## config.mk

```make
export PLATFORM = sky130hd
export DESIGN_NAME = hv_ramp_sequencer
export DESIGN_NICKNAME = d
export VERILOG_FILES = /design/src/rtl/hv_ramp_pkg.sv /design/src/rtl/hv_tick_timer.sv /design/src/rtl/hv_ramp_sequencer.sv
export SDC_FILE = /design/constraint.sdc
export NUM_CORES = 1
export LEC_CHECK = 0
export ABC_AREA = 0
export BUFFER_PORTS_ARGS = -buffer_cell sky130_fd_sc_hd__buf_2
export CAP_MARGIN = 20
export CORE_UTILIZATION = 55
export CTS_CLUSTER_DIAMETER = 50
export CTS_CLUSTER_SIZE = 14
export DETAILED_ROUTE_END_ITERATION = 10
export MAX_ROUTING_LAYER = met4
export PLACE_DENSITY = 0.74
export SYNTH_ARGS = -nofsm -noshare
export SYNTH_HDL_FRONTEND = slang
export SYNTH_SLANG_ARGS = --single-unit
```

## constraint.sdc

```tcl
create_clock -name clk50 -period 6.7 [get_ports clk50]
set_input_delay 0 -clock clk50 [delete_from_list [all_inputs] [get_ports clk50]]
set_output_delay 0 -clock clk50 [all_outputs]
set_load 0.02 [all_outputs]
```

## src/rtl/hv_ramp_pkg.sv

```systemverilog
// hv_ramp_pkg: state encodings, default timing constants and the step helper for the HV ramp sequencer
package hv_ramp_pkg;
    localparam int TICK_W = 24;
    localparam int DEF_PRESC_DIV = 256;
    localparam int DEF_SETTLE_TICKS = 194;
    localparam int DEF_DWELL_TICKS = 86805;
    localparam int DEF_STEP = 228;
    localparam int DEF_MAX_CODE = 2310;

    typedef enum logic [2:0] {
        S_IDLE, S_SETTLE, S_RAMP_UP, S_HOLD, S_RAMP_DOWN, S_SHUTDOWN, S_ABORT
    } state_e;

    localparam logic [2:0] ST_IDLE = S_IDLE;
    localparam logic [2:0] ST_SETTLE = S_SETTLE;
    localparam logic [2:0] ST_RAMP_UP = S_RAMP_UP;
    localparam logic [2:0] ST_HOLD = S_HOLD;
    localparam logic [2:0] ST_RAMP_DOWN = S_RAMP_DOWN;
    localparam logic [2:0] ST_SHUTDOWN = S_SHUTDOWN;
    localparam logic [2:0] ST_ABORT = S_ABORT;

    // One step from w toward goal g, saturating at g in either direction; up path is 13-bit so it cannot wrap
    function automatic logic [11:0] step_to(input logic [11:0] w, input logic [11:0] g, input logic [11:0] step);
        logic [12:0] up;
        logic [11:0] dn;
        up = {1'b0, w} + {1'b0, step};
        dn = (w > step) ? w - step : 12'd0;
        return (g > w) ? ((up > {1'b0, g}) ? g : up[11:0]) : ((dn < g) ? g : dn);
    endfunction
endpackage

```

## src/rtl/hv_tick_timer.sv

```systemverilog
// hv_tick_timer: clk50 prescaler plus loadable tick down-counter; done marks the cycle the count expires and after
module hv_tick_timer import hv_ramp_pkg::*; #(
    parameter int PRESC_DIV = DEF_PRESC_DIV
) (
    input  logic              clk50,
    input  logic              rst_n,
    input  logic              load,
    input  logic [TICK_W-1:0] ticks,
    output logic              done
);
    localparam int PW = $clog2(PRESC_DIV + 1);
    localparam logic [PW-1:0] P_LAST = PW'(PRESC_DIV - 1);
    logic [PW-1:0] presc;
    logic [TICK_W-1:0] cnt;
    logic tick;
    assign tick = presc == P_LAST;
    // Asserting done on the final tick lets the consumer act exactly ticks*PRESC_DIV cycles after load
    assign done = (cnt == '0) || (cnt == TICK_W'(1) && tick);
    always_ff @(posedge clk50 or negedge rst_n) begin
        if (!rst_n) begin
            presc <= '0;
            cnt <= '0;
        end else if (load) begin
            presc <= '0;
            cnt <= ticks;
        end else begin
            presc <= tick ? '0 : presc + PW'(1);
            if (tick && cnt != '0) cnt <= cnt - TICK_W'(1);
        end
    end
endmodule

```

## src/rtl/hv_ramp_sequencer.sv

```systemverilog
// hv_ramp_sequencer: step-and-dwell MCP HVPS DAC ramp with settle, retarget, controlled shutdown and abort
module hv_ramp_sequencer import hv_ramp_pkg::*; #(
    parameter int PRESC_DIV = DEF_PRESC_DIV,
    parameter int SETTLE_TICKS = DEF_SETTLE_TICKS,
    parameter int DWELL_TICKS = DEF_DWELL_TICKS,
    parameter int STEP = DEF_STEP,
    parameter int MAX_CODE = DEF_MAX_CODE
) (
    input  logic        clk50,
    input  logic        rst_n,
    input  logic        hven_cmd,
    input  logic        safe_cmd,
    input  logic        reset_cmd,
    input  logic [11:0] target,
    input  logic        dac_busy,
    output logic        dac_load,
    output logic [11:0] dac_word,
    output logic        hven,
    output logic        at_target,
    output logic [2:0]  ramp_state
);
    localparam logic [11:0] MAX_C = 12'(MAX_CODE);
    localparam logic [11:0] STEP_C = 12'(STEP);
    logic [2:0] state, state_n;
    logic [11:0] tgt, word_n;
    logic load_n, hven_n, pend, pend_n, settle_ld, done;

    assign tgt = (target > MAX_C) ? MAX_C : target;
    assign ramp_state = state;
    assign at_target = (state == ST_HOLD) && (dac_word == tgt);

    hv_tick_timer #(.PRESC_DIV(PRESC_DIV)) u_timer (
        .clk50(clk50),
        .rst_n(rst_n),
        .load(load_n || settle_ld),
        .ticks(settle_ld ? TICK_W'(SETTLE_TICKS) : TICK_W'(DWELL_TICKS)),
        .done(done)
    );

    always_comb begin
        state_n = state;
        word_n = dac_word;
        load_n = 1'b0;
        hven_n = hven;
        pend_n = pend;
        settle_ld = 1'b0;
        if (reset_cmd && state != ST_IDLE && state != ST_ABORT) begin
            state_n = ST_ABORT;
            word_n = 12'd0;
            load_n = !dac_busy;
            pend_n = dac_busy;
            hven_n = 1'b0;
        end else begin
            case (state)
                ST_IDLE: if (hven_cmd && !safe_cmd && !reset_cmd) begin
                    state_n = ST_SETTLE;
                    hven_n = 1'b1;
                    settle_ld = 1'b1;
                end
                ST_SETTLE, ST_RAMP_UP, ST_HOLD, ST_RAMP_DOWN: begin
                    if (safe_cmd || !hven_cmd) state_n = ST_SHUTDOWN;
                    else if (state != ST_SETTLE || done) begin
                        // A due step stays pending while busy because done holds until the next load
                        load_n = done && !dac_busy && dac_word != tgt;
                        word_n = load_n ? step_to(dac_word, tgt, STEP_C) : dac_word;
                        state_n = (word_n == tgt) ? ST_HOLD : (word_n < tgt) ? ST_RAMP_UP : ST_RAMP_DOWN;
                    end
                end
                ST_SHUTDOWN: begin
                    if (dac_word == 12'd0) begin
                        if (!dac_busy && !dac_load) begin
                            state_n = ST_IDLE;
                            hven_n = 1'b0;
                        end
                    end else begin
                        load_n = done && !dac_busy;
                        word_n = load_n ? step_to(dac_word, 12'd0, STEP_C) : dac_word;
                    end
                end
                ST_ABORT: begin
                    load_n = pend && !dac_busy;
                    pend_n = pend && dac_busy;
                    if (!pend && !reset_cmd) state_n = ST_IDLE;
                end
                default: state_n = ST_IDLE;
            endcase
        end
    end

    always_ff @(posedge clk50 or negedge rst_n) begin
        if (!rst_n) begin
            state <= ST_IDLE;
            dac_word <= 12'd0;
            dac_load <= 1'b0;
            hven <= 1'b0;
            pend <= 1'b0;
        end else begin
            state <= state_n;
            dac_word <= word_n;
            dac_load <= load_n;
            hven <= hven_n;
            pend <= pend_n;
        end
    end
endmodule

```

==> results.sh, run 1 <==
export IMPL_hold_class="input port to register"
export IMPL_gp_congestion=1.050
export IMPL_whs_ns=0.01511
export IMPL_cts_buffers=5
export IMPL_num_antenna_cells=0
export IMPL_max_freq_mhz=159.2
export IMPL_synth_top_area_share_pct=25.36
export IMPL_io_pins=36
export IMPL_routed_wl_mm=14.72
export IMPL_numPortBuffers=35
export IMPL_synth_flop_cell="dfrtp_1"
export IMPL_cp_start_kind="register"
export IMPL_crit_fanout=11
export IMPL_worstSetupPathType="register to register"
export IMPL_finalPower_uw=1677
export IMPL_final_util_pct=61.85
export IMPL_synth_area_um2=5032
export IMPL_drtAntennaViolNets=0
export IMPL_grt_pass1_wl_mm=24.49
export IMPL_critPathCaptureType="register"
export IMPL_min_period_ns=6.283
export IMPL_drt_pass1_iterations=8
export IMPL_ys_seq_area_share_pct=25.36
export IMPL_finalWorstSetupSlack_ns=0.4166
export IMPL_routed_via_count=5121
export IMPL_core_area_um2=8806
export IMPL_synth_edf_count=0
export IMPL_fin_skew_ns=0.007295
export IMPL_arrival_ns=6.54
export IMPL_failed_checks="DRC"
export IMPL_crit_top_cell="nand3_1"
export IMPL_grt_usage_pct=32.77
export IMPL_tightest_slew_ns=0.8587
export IMPL_setup_viol=0
export IMPL_grt_pass1_vias=4969
export IMPL_cts_tree="done"
export IMPL_p_per_area_nw_per_um2=308.0
export IMPL_start_util_pct=57.15
export IMPL_cp_data_required_time_ns=6.96
export IMPL_yosys_warnings=0
export IMPL_maxSlewViolCount=0
export IMPL_via_per_inst=6.385
export IMPL_synthCells=666
export IMPL_synth_avg_cell_area_um2=7.556
export IMPL_cap_violations=0
export IMPL_finalHoldViolations=0
export IMPL_rsz0062_at_grt="false"
export IMPL_synth_seq_cells=51
export IMPL_ys_top_cells_by_area="dfrtp_1, ha_1, nor2_1"
export IMPL_fin_crit_sh_pct=93.78
export IMPL_grt_max_degree=52
export IMPL_final_net_count=752
export IMPL_area_growth_pct=8.230
export IMPL_power_leakage_uw=0.002400
export IMPL_die_area_um2=9537
export IMPL_drive_gt1_share_pct=10.23
export IMPL_cts_clk_slew_worst_paths_ns=0.11
export IMPL_grt_ovfl_total=0
export IMPL_wl_per_cell_um=18.36
export IMPL_outcome="finished with violations"
export IMPL_h_tree_depth=2
export IMPL_antenna_found_initial=0
export IMPL_cts_buffer_depth=2
export IMPL_dp_slack_ns=0.2521
export IMPL_nFillCells=814
export IMPL_die_h_um=97.66
export IMPL_slowest_stage="a2111oi_1"
export IMPL_cts_root_buf="clkbuf_8"
export IMPL_cts_sinks=51
export IMPL_cp_cell_sequence="buf_4 > ha_1 > a2111oi_1 > nor3_1 > xnor2_1 > ha_1 > nand3_1 > a21oi_1 > o211ai_1 > a2111o_1 > o31ai_2 > mux2i_1 > a222oi_1 > o21ai_0 > ha_1 > nand4_1 > nor2_1 > nand3_1 > nor2_1 > nand3_1 > nand3_1 > o311ai_1 > or3_1 > nand4_1"
export IMPL_route_detailed_drc=2
export IMPL_slew_limit_headroom_pct=42.15
export IMPL_die_x_um=97.66
export IMPL_yosys_area_top_type="dfrtp_1"
export IMPL_clk_latency_ns=0.31
export IMPL_place_detailed_hpwl_mm=11.29
export IMPL_worst_path_largest_cell_delay_ns=0.76
export IMPL_vdd_drop_max_uv=241.4
export IMPL_setup_tns_ns=0
export IMPL_synthArstFlopShare_pct=100.0
export IMPL_drtIter0Drc=530
export IMPL_ys_types=71
export IMPL_synth_nets=725
export IMPL_rows=34
## cells by family (layout without fill, tap and decap cells)
family | count (synthesis) | in the layout | synth area share (%)
XOR/XNOR | 43 | 43 | 7.484
adder cells (fa/ha/maj) | 44 | 44 | 10.79
AO/OA/AOI/OAI | 171 | 171 | 22.53
buffers and inverters | 73 | 101 | 5.520
flip-flops | 51 | 51 | 25.36
AND/OR/NAND/NOR | 281 | 281 | 27.70
multiplexers | 3 | 3 | 0.6216
## Yosys cell counts (all sizes together) (5+ instances only)
| cell type | count |
|---|---|
| a21boi | 5 |
| a21o | 8 |
| a21oi | 36 |
| a222oi | 5 |
| a31oi | 13 |
| and2 | 11 |
| and3 | 5 |
| and4 | 5 |
| buf | 5 |
| clkbuf | 25 |
| dfrtp | 51 |
| ha | 41 |
| inv | 43 |
| nand2 | 68 |
| nand2b | 10 |
| nand3 | 23 |
| nand4 | 11 |
| nor2 | 79 |
| nor2b | 10 |
| nor3 | 23 |
| nor4 | 13 |
| o211ai | 6 |
| o21ai | 48 |
| or3 | 7 |
| or4 | 7 |
| xnor2 | 31 |
| xor2 | 12 |
## routing by layer
| metal | part of all wire (%) | global-route usage [%] | vias up |
|---|---|---|---|
| met2 | 43 | 48.45 | 241 |
| met3 | 9.2 | 5.540 | 30 |
| met1 | 46 | 45.82 | 2390 |
| met5 | 0 | - | - |
| met4 | 1.7 | 9.907 | 0 |
| li1 | - | - | 2460 |
## placed cells by master, fill, tap and decap left out, types with 11 or more instances in the layout
| master | count |
|---|---|
| buf_4 | 14 |
| a21oi_1 | 36 |
| xnor2_1 | 31 |
| nor3_1 | 23 |
| dfrtp_1 | 51 |
| xor2_1 | 12 |
| and2_1 | 11 |
| nor2_1 | 79 |
| a31oi_1 | 13 |
| o21ai_0 | 47 |
| buf_2 | 35 |
| nand2_1 | 68 |
| inv_1 | 43 |
| nand3_1 | 23 |
| nor4_1 | 12 |
| ha_1 | 41 |
## registers in the layout, indices dropped and copies added (netlist names)
signal / cells
ramp_state: 3
dac_word: 12
dac_load: 1
u_timer.presc: 9
pend: 1
hven: 1
u_timer.cnt: 24
## path summary, 6_finish.rpt
kind | start | end | slack [ns] | depth (start not counted)
max | dac_word[2]$_DFFE_PN0P_ | ramp_state[1]$_DFFE_PN0P_ | 0.42 | 24
min in group asynchronous | rst_n | dac_word[11]$_DFFE_PN0P_ | 0.33 | 3
min | dac_busy | pend$_DFFE_PN0P_ | 0.02 | 3
min reg2reg | u_timer.presc[0]$_DFF_PN0_ | u_timer.presc[0]$_DFF_PN0_ | 0.49 | 1
max in group asynchronous | rst_n | dac_word[5]$_DFFE_PN0P_ | 5.94 | 3
max reg2reg | dac_word[2]$_DFFE_PN0P_ | ramp_state[1]$_DFFE_PN0P_ | 0.42 | 24
## report_power, final
part           total (uW)  internal (uW)  switching (uW)  leakage [uW]
clock                 195           77.7             117     0.0000502
combinational        1020            371             650       0.00170
sequential            461            364            96.2      0.000654
## critical path: cells and delay by family, from the launching register on
family,cells,cell delay (ns)
muxes,1,0.29
AOI/OAI and AO/OA,8,2.58
buffers and inverters,1,0.18
and+or+nand+nor,10,1.63
DFF,1,0.39
xor gates and xnor gates,1,0.20
adders and majority gates,3,0.94
## what timing repair did
action                                  4_1_cts  5_1_grt
endpoints found under the setup margin        0        2
setup buffers                                 0        0
hold endpoints to repair                     51        0
hold buffers                                  1        0
resized for setup                             0        3
## stage by stage
| step | instances | area [um2] |
|---|---|---|
| 5_1_grt | 802 | 5446 |
| 6_report | 802 | 5446 |
| 3_5_place_dp | 793 | 5331 |
| 3_3_place_gp | 793 | 5331 |
| 2_1_floorplan | 666 | 5032 |
| 4_1_cts | 802 | 5439 |
## final cells by class
class / count / area (um2) / area share, %
Clock buffer: 5 / 68.82 / 1.263
Sequential cell: 51 / 1276 / 23.43
Tap cell: 108 / 135.1 / 2.481
Inverter: 43 / 161.4 / 2.963
Clock inverter: 3 / 28.78 / 0.5284
Timing Repair Buffer: 50 / 290.3 / 5.330
Multi-Input combinational cell: 542 / 3486 / 64.00
Note: power is estimated with default switching activity, not from simulation.
==> run 2: changes to the inputs <==
--- a/config.mk
+++ b/config.mk
@@ -13,7 +13,7 @@
 export CTS_CLUSTER_SIZE = 14
 export DETAILED_ROUTE_END_ITERATION = 10
 export MAX_ROUTING_LAYER = met4
-export PLACE_DENSITY = 0.74
+export PLACE_DENSITY_LB_ADDON = 0.08
 export SYNTH_ARGS = -nofsm -noshare
 export SYNTH_HDL_FRONTEND = slang
 export SYNTH_SLANG_ARGS = --single-unit
==> run 2 against run 1 <==
  * The flow now finishes without violations
  * Sequential cell count is the same
  * Worst hold slack gained 0.0058 ns
  * Non-clock buffer count shrank 1
  * Fmax rose by 4.4%
  * Register-to-register slack gained 0.26 ns
  * Utilization hardly changed
  * Largest cell class unchanged
==> results.sh, run 2 (synthesis results as in run 1) <==
export IMPL_h_tree_depth=2
export IMPL_cts_sinks=51
export IMPL_route_detailed_drc=0
export IMPL_largest_register="u_timer.cnt"
export IMPL_grt_max_degree=36
export IMPL_fin_skew_ns=0.01640
export IMPL_die_area_um2=9537
export IMPL_die_x_um=97.66
export IMPL_power_switching_uw=869.7
export IMPL_cp_cell_sequence="buf_4 > ha_1 > a2111oi_2 > nor3_1 > xnor2_1 > ha_1 > a21o_1 > a221o_1 > o31ai_1 > mux2i_1 > buf_4 > a222oi_1 > o21ai_0 > ha_1 > nand4_1 > nor2_1 > nand3_1 > or3_1 > nand3_1 > o311ai_1 > or3_1 > nand4_1"
export IMPL_drive_gt1_share_pct=10.39
export IMPL_finalNonFillerCells=801
export IMPL_largestRegisters="u_timer.cnt x24, dac_word x12, u_timer.presc x9"
export IMPL_tightest_slew_ns=0.7729
export IMPL_cts_root_buf="clkbuf_8"
export IMPL_comb_power_share_pct=60.0
export IMPL_rows=34
export IMPL_p_sw_share_pct=51.50
export IMPL_global_route_usage_met1_pct=46.08
export IMPL_worstSetupPathType="register to register"
export IMPL_cts_clk_slew_worst_paths_ns=0.11
export IMPL_area_growth_pct=8.205
export IMPL_routed_via_count=5075
export IMPL_io_pins=36
export IMPL_p_int_uw=819.0
export IMPL_dpl_cell_count=792
export IMPL_arrival_ns=6.28
export IMPL_core_area_um2=8806
export IMPL_power_leakage_uw=0.002393
export IMPL_use_met2_pct=49.21
export IMPL_gp_congestion=1.035
export IMPL_pwr_share_clk_pct=11.7
export IMPL_final_common_cell="nor2_1"
export IMPL_final_net_count=751
export IMPL_numPortBuffers=35
export IMPL_wl_per_cell_um=18.24
export IMPL_grt_pass1_wl_mm=24.41
export IMPL_cts_buffers=5
export IMPL_setup_tns_ns=0
export IMPL_critPathCaptureType="register"
export IMPL_dpl_cell_area_um2=5324
export IMPL_antenna_found_initial=0
export IMPL_drt_pass1_iterations=5
export IMPL_top_usage_layer="met2"
export IMPL_r2r_slack_ns=0.68
export IMPL_start_util_pct=57.15
export IMPL_hold_class="input port to register"
export IMPL_slew_limit_headroom_pct=48.00
export IMPL_slowest_stage="o31ai_1"
export IMPL_grt_ovfl_total=0
export IMPL_min_period_ns=6.021
export IMPL_cts_setup_buffers=0
export IMPL_cp_start_kind="register"
export IMPL_cts_buffer_depth=2
export IMPL_largest_reg_flops=24
export IMPL_use_met3_pct=6.619
export IMPL_drtIter0Drc=324
export IMPL_clk_latency_ns=0.32
export IMPL_grt_pass1_vias=4773
export IMPL_maxSlewViolCount=0
export IMPL_design_area_um2=5445
export IMPL_cap_violations=0
export IMPL_outcome="finished, final reports clean"
export IMPL_fin_crit_sh_pct=89.87
export IMPL_cts_tree="done"
export IMPL_place_detailed_hpwl_mm=11.36
export IMPL_cp_data_required_time_ns=6.95
export IMPL_vdd_drop_max_uv=302.9
export IMPL_worst_path_largest_cell_delay_ns=0.61
export IMPL_die_h_um=97.66
export IMPL_mostFrequentLayoutCells="nor2_1, nand2_1, dfrtp_1, o21ai_0, inv_1"
export IMPL_max_freq_mhz=166.1
export IMPL_drtAntennaViolNets=0
export IMPL_crit_top_cell="ha_1"
export IMPL_p_per_area_nw_per_um2=310.1
export IMPL_via_per_inst=6.336
export IMPL_setup_viol=0
export IMPL_crit_fanout=11
export IMPL_finalHoldViolations=0
export IMPL_routed_wl_mm=14.61
export IMPL_grt_usage_pct=32.99
export IMPL_seq_power_share_pct=28.2
export IMPL_num_antenna_cells=0
export IMPL_rsz0062_at_grt="false"
run 2: power groups by stage:
stage / registers (uW) / clock network [uW] / logic [uW]
after floorplan: 446 / 0 / 713
after global placement: 475 / 0 / 972
after detailed placement: 477 / 0 / 986
after CTS: 471 / 202 / 993
after global routing: 487 / 211 / 1130
final: 477 / 198 / 1010
run 2: critical path: cells and delay by family, from the launching register on:
| family | cells | cell delay [ns] |
|---|---|---|
| mux | 1 | 0.21 |
| buf+inv | 2 | 0.40 |
| flops | 1 | 0.39 |
| simple gates | 8 | 1.51 |
| xor+xnor | 1 | 0.22 |
| fa+ha+maj | 3 | 0.93 |
| compound gates | 7 | 2.27 |
run 2: repair_timing:
action | CTS | global route
hold endpoints to repair | 16 | 0
hold buffers | 1 | 0
setup endpoints to repair | 0 | 2
resized for setup | 0 | 5
run 2: metal layers:
| metal | up-vias | share of wire (%) | routed length, um |
|---|---|---|---|
| met2 | 205 | 43 | 6329 |
| met5 | - | 0 | 0 |
| met1 | 2384 | 47 | 6922 |
| li1 | 2466 | - | - |
| met3 | 20 | 8.0 | 1175 |
| met4 | 0 | 1.2 | 180 |
run 2: final timing paths:
check	to	start	depth (start not counted)
max	ramp_state[1]$_DFFE_PN0P_	dac_word[2]$_DFFE_PN0P_	22
max reg2reg	ramp_state[1]$_DFFE_PN0P_	dac_word[2]$_DFFE_PN0P_	22
max in group asynchronous	u_timer.cnt[1]$_DFFE_PN0P_	rst_n	3
min reg2reg	u_timer.presc[8]$_DFF_PN0_	u_timer.presc[8]$_DFF_PN0_	2
min	pend$_DFFE_PN0P_	dac_busy	3
min in group asynchronous	dac_word[11]$_DFFE_PN0P_	rst_n	2
run 2: through the flow:
stage | hold WS [ns] | utilization [%] | total power, uW | worst slack [ns]
finish | 0.02093 | 61.84 | 1689 | 0.6788
global route | 0.03814 | 61.84 | 1829 | 0.1041
CTS | 0.01990 | 61.68 | 1666 | 0.4098
detailed placement | -0.03618 | 60.46 | 1464 | 0.4490
global placement | -0.04452 | 60.46 | 1446 | 0.4663
floorplan | -0.2956 | - | 1159 | 1.370
run 2: final cells by class:
type / instances / area (um2)
inverter: 43 / 161.4
fill: 834 / 3361
sequential: 51 / 1277
clock buffer: 5 / 68.82
multi-input combinational: 542 / 3491
clock inverter: 3 / 28.78
timing repair buffer: 49 / 282.8
tap: 108 / 135.1
==> run 3: changes to the inputs <==
--- a/config.mk
+++ b/config.mk
@@ -7,13 +7,14 @@
 export LEC_CHECK = 0
 export ABC_AREA = 0
 export BUFFER_PORTS_ARGS = -buffer_cell sky130_fd_sc_hd__buf_2
-export CAP_MARGIN = 20
+export CAP_MARGIN = 25
 export CORE_UTILIZATION = 55
 export CTS_CLUSTER_DIAMETER = 50
 export CTS_CLUSTER_SIZE = 14
 export DETAILED_ROUTE_END_ITERATION = 10
 export MAX_ROUTING_LAYER = met4
 export PLACE_DENSITY_LB_ADDON = 0.08
+export REMOVE_ABC_BUFFERS = 1
 export SYNTH_ARGS = -nofsm -noshare
 export SYNTH_HDL_FRONTEND = slang
 export SYNTH_SLANG_ARGS = --single-unit
==> run 3 against run 2 <==
  * Combinational power is essentially flat
  * Worst hold slack is essentially flat
  * Fmax down 4.4%
  * Clock skew is 0.0040 ns higher
  * Non-clock buffer count fell by 2
  * Critical path type unchanged
  * Worst setup slack lost 0.28 ns
  * First-iteration DRC count increased by 28%
  * Largest cell class unchanged
  * Largest power group unchanged
  * Cell area decreased by 0.25%
  * The flow now finishes with violations (DRC)
  * Final cell count is 0.25% lower
==> results.sh, run 3 (synthesis results as in run 1) <==
export IMPL_largest_register="u_timer.cnt"
export IMPL_core_area_um2=8806
export IMPL_setup_viol=0
export IMPL_mostFrequentLayoutCells="nor2_1, nand2_1, dfrtp_1, o21ai_0, inv_1"
export IMPL_hold_depth=3
export IMPL_cts_buffers=5
export IMPL_final_util_pct=61.68
export IMPL_use_met2_pct=48.72
export IMPL_rows=34
export IMPL_die_x_um=97.66
export IMPL_min_period_ns=6.299
export IMPL_grt_pass1_vias=4729
export IMPL_slew_limit_headroom_pct=35.10
export IMPL_final_common_cell="nor2_1"
export IMPL_route_detailed_drc=2
export IMPL_tightest_slew_ns=0.9670
export IMPL_vdd_drop_max_uv=271.9
export IMPL_routed_via_count=5082
export IMPL_failed_checks="DRC"
export IMPL_fin_crit_sh_pct=94.02
export IMPL_finalNonFillerCells=799
export IMPL_routed_wl_mm=14.59
export IMPL_setup_tns_ns=0
export IMPL_reg2reg_from="dac_word[2]$_DFFE_PN0P_"
export IMPL_final_net_count=749
export IMPL_outcome="finished with violations"
export IMPL_critPathCaptureType="register"
export IMPL_top_usage_layer="met2"
export IMPL_place_detailed_hpwl_mm=11.18
export IMPL_cts_root_buf="clkbuf_8"
export IMPL_worstSetupPathType="register to register"
export IMPL_cp_data_required_time_ns=6.96
export IMPL_largest_reg_flops=24
export IMPL_drtIter0Drc=415
export IMPL_numPortBuffers=35
export IMPL_gp_congestion=0.9859
export IMPL_area_growth_pct=7.931
export IMPL_num_antenna_cells=0
export IMPL_drtAntennaViolNets=0
export IMPL_grt_pass1_wl_mm=24.16
export IMPL_dpl_cell_count=790
export IMPL_r2r_cells=26
export IMPL_holdPathEnd="pend$_DFFE_PN0P_"
export IMPL_finalHoldViolations=0
export IMPL_cts_buffer_depth=2
export IMPL_cts_tree="done"
export IMPL_hp_start="dac_busy"
export IMPL_use_met3_pct=3.669
export IMPL_grt_ovfl_total=0
export IMPL_die_h_um=97.66
export IMPL_nFillCells=810
export IMPL_cts_setup_buffers=0
export IMPL_global_route_usage_met1_pct=47.05
export IMPL_r2r_end="ramp_state[1]$_DFFE_PN0P_"
export IMPL_largestRegisters="u_timer.cnt x24, dac_word x12, u_timer.presc x9"
export IMPL_grt_max_degree=52
export IMPL_maxSlewViolCount=0
export IMPL_arrival_ns=6.56
export IMPL_antenna_found_initial=0
export IMPL_clk_latency_ns=0.32
export IMPL_die_area_um2=9537
export IMPL_crit_fanout=12
export IMPL_cts_sinks=51
export IMPL_wl_per_cell_um=18.26
export IMPL_p_per_area_nw_per_um2=308.2
export IMPL_cts_clk_slew_worst_paths_ns=0.10
export IMPL_r2r_slack_ns=0.40
export IMPL_start_util_pct=57.15
export IMPL_cap_violations=0
export IMPL_power_leakage_uw=0.002384
export IMPL_fin_skew_ns=0.02036
export IMPL_h_tree_depth=2
export IMPL_drive_gt1_share_pct=9.986
export IMPL_cp_start_kind="register"
export IMPL_cp_startpoint="dac_word[2]$_DFFE_PN0P_"
export IMPL_hold_class="input port to register"
export IMPL_io_pins=36
export IMPL_rsz0062_at_grt="false"
export IMPL_max_freq_mhz=158.8
export IMPL_grt_usage_pct=32.60
export IMPL_via_per_inst=6.360
export IMPL_drt_pass1_iterations=8
==> run 3: cell count changes in the layout (fill, tap and decap cells not counted), sizes merged <==
cell / previous run / this run
buf: 48 / 46
==> run 3: final cells by class <==
class	instances	area, um2	area share (%)
sequential	51	1276	23.50
tap	108	135.1	2.488
inverter	43	161.4	2.972
clock inverter	3	28.78	0.5298
clock buffer	5	68.82	1.267
multi-input combinational	542	3493	64.32
timing repair buffer	47	267.8	4.930
==> run 3: critical path, cell delays in order, from the launching register on <==
cell	delay, ns
dfrtp_1	0.62
inv_1	0.18
ha_1	0.27
nand2b_1	0.14
nand2b_1	0.10
o21a_1	0.28
buf_4	0.20
nor2_1	0.17
ha_1	0.29
a21oi_1	0.22
nand2_1	0.08
a2111oi_1	0.61
o21ai_1	0.18
buf_4	0.19
and2_1	0.25
a22o_1	0.24
a21oi_1	0.12
o21ai_0	0.14
ha_1	0.36
nand4_1	0.13
nor2_1	0.15
nand3_1	0.20
or3_1	0.41
nand3_1	0.10
o311ai_1	0.12
or3_1	0.36
nand4_1	0.09
==> run 3: how the worst max path moves through the flow <==
stage	end	slack, ns	cells past startpoint
2_1_floorplan	ramp_state[1]$_DFFE_PN0P_	1.32	22
4_1_cts	ramp_state[1]$_DFFE_PN0P_	0.42	24
5_1_grt	ramp_state[1]$_DFFE_PN0P_	0.03	24
3_3_place_gp	ramp_state[2]$_DFFE_PN0P_	0.55	24
3_5_place_dp	ramp_state[1]$_DFFE_PN0P_	0.46	24
6_report	ramp_state[1]$_DFFE_PN0P_	0.40	26
==> run 3: power by group <==
| part | total [uW] | internal, uW | switching [uW] |
|---|---|---|---|
| logic | 1010 | 372 | 633 |
| clock network | 194 | 77.7 | 117 |
| registers | 475 | 364 | 110 |
| total | 1670 | 814 | 860 |
==> run 3: metal layers <==
layer | part of all wire [%] | routed length (um)
met5 | 0 | 0
met4 | 1.0 | 146
met3 | 7.2 | 1052
met2 | 44 | 6404
met1 | 48 | 6989
==> run 3: stage by stage <==
step                hold slack, ns  instance area (um2)  setup slack, ns  total power (uW)
finish                     0.02047                 5431           0.4009              1674
global route               0.03405                 5431          0.03157              1804
CTS                        0.01589                 5423           0.4236              1648
detailed placement          0.1620                 5315           0.4634              1451
global placement            0.1476                 5315           0.5518              1435
floorplan                  -0.2956                 4916            1.321              1131
==> run 3: timing repair <==
action	4_1_cts	5_1_grt
hold buffers	1	0
setup endpoints to repair	0	2
hold endpoints to repair	51	0
gates resized for setup	0	4
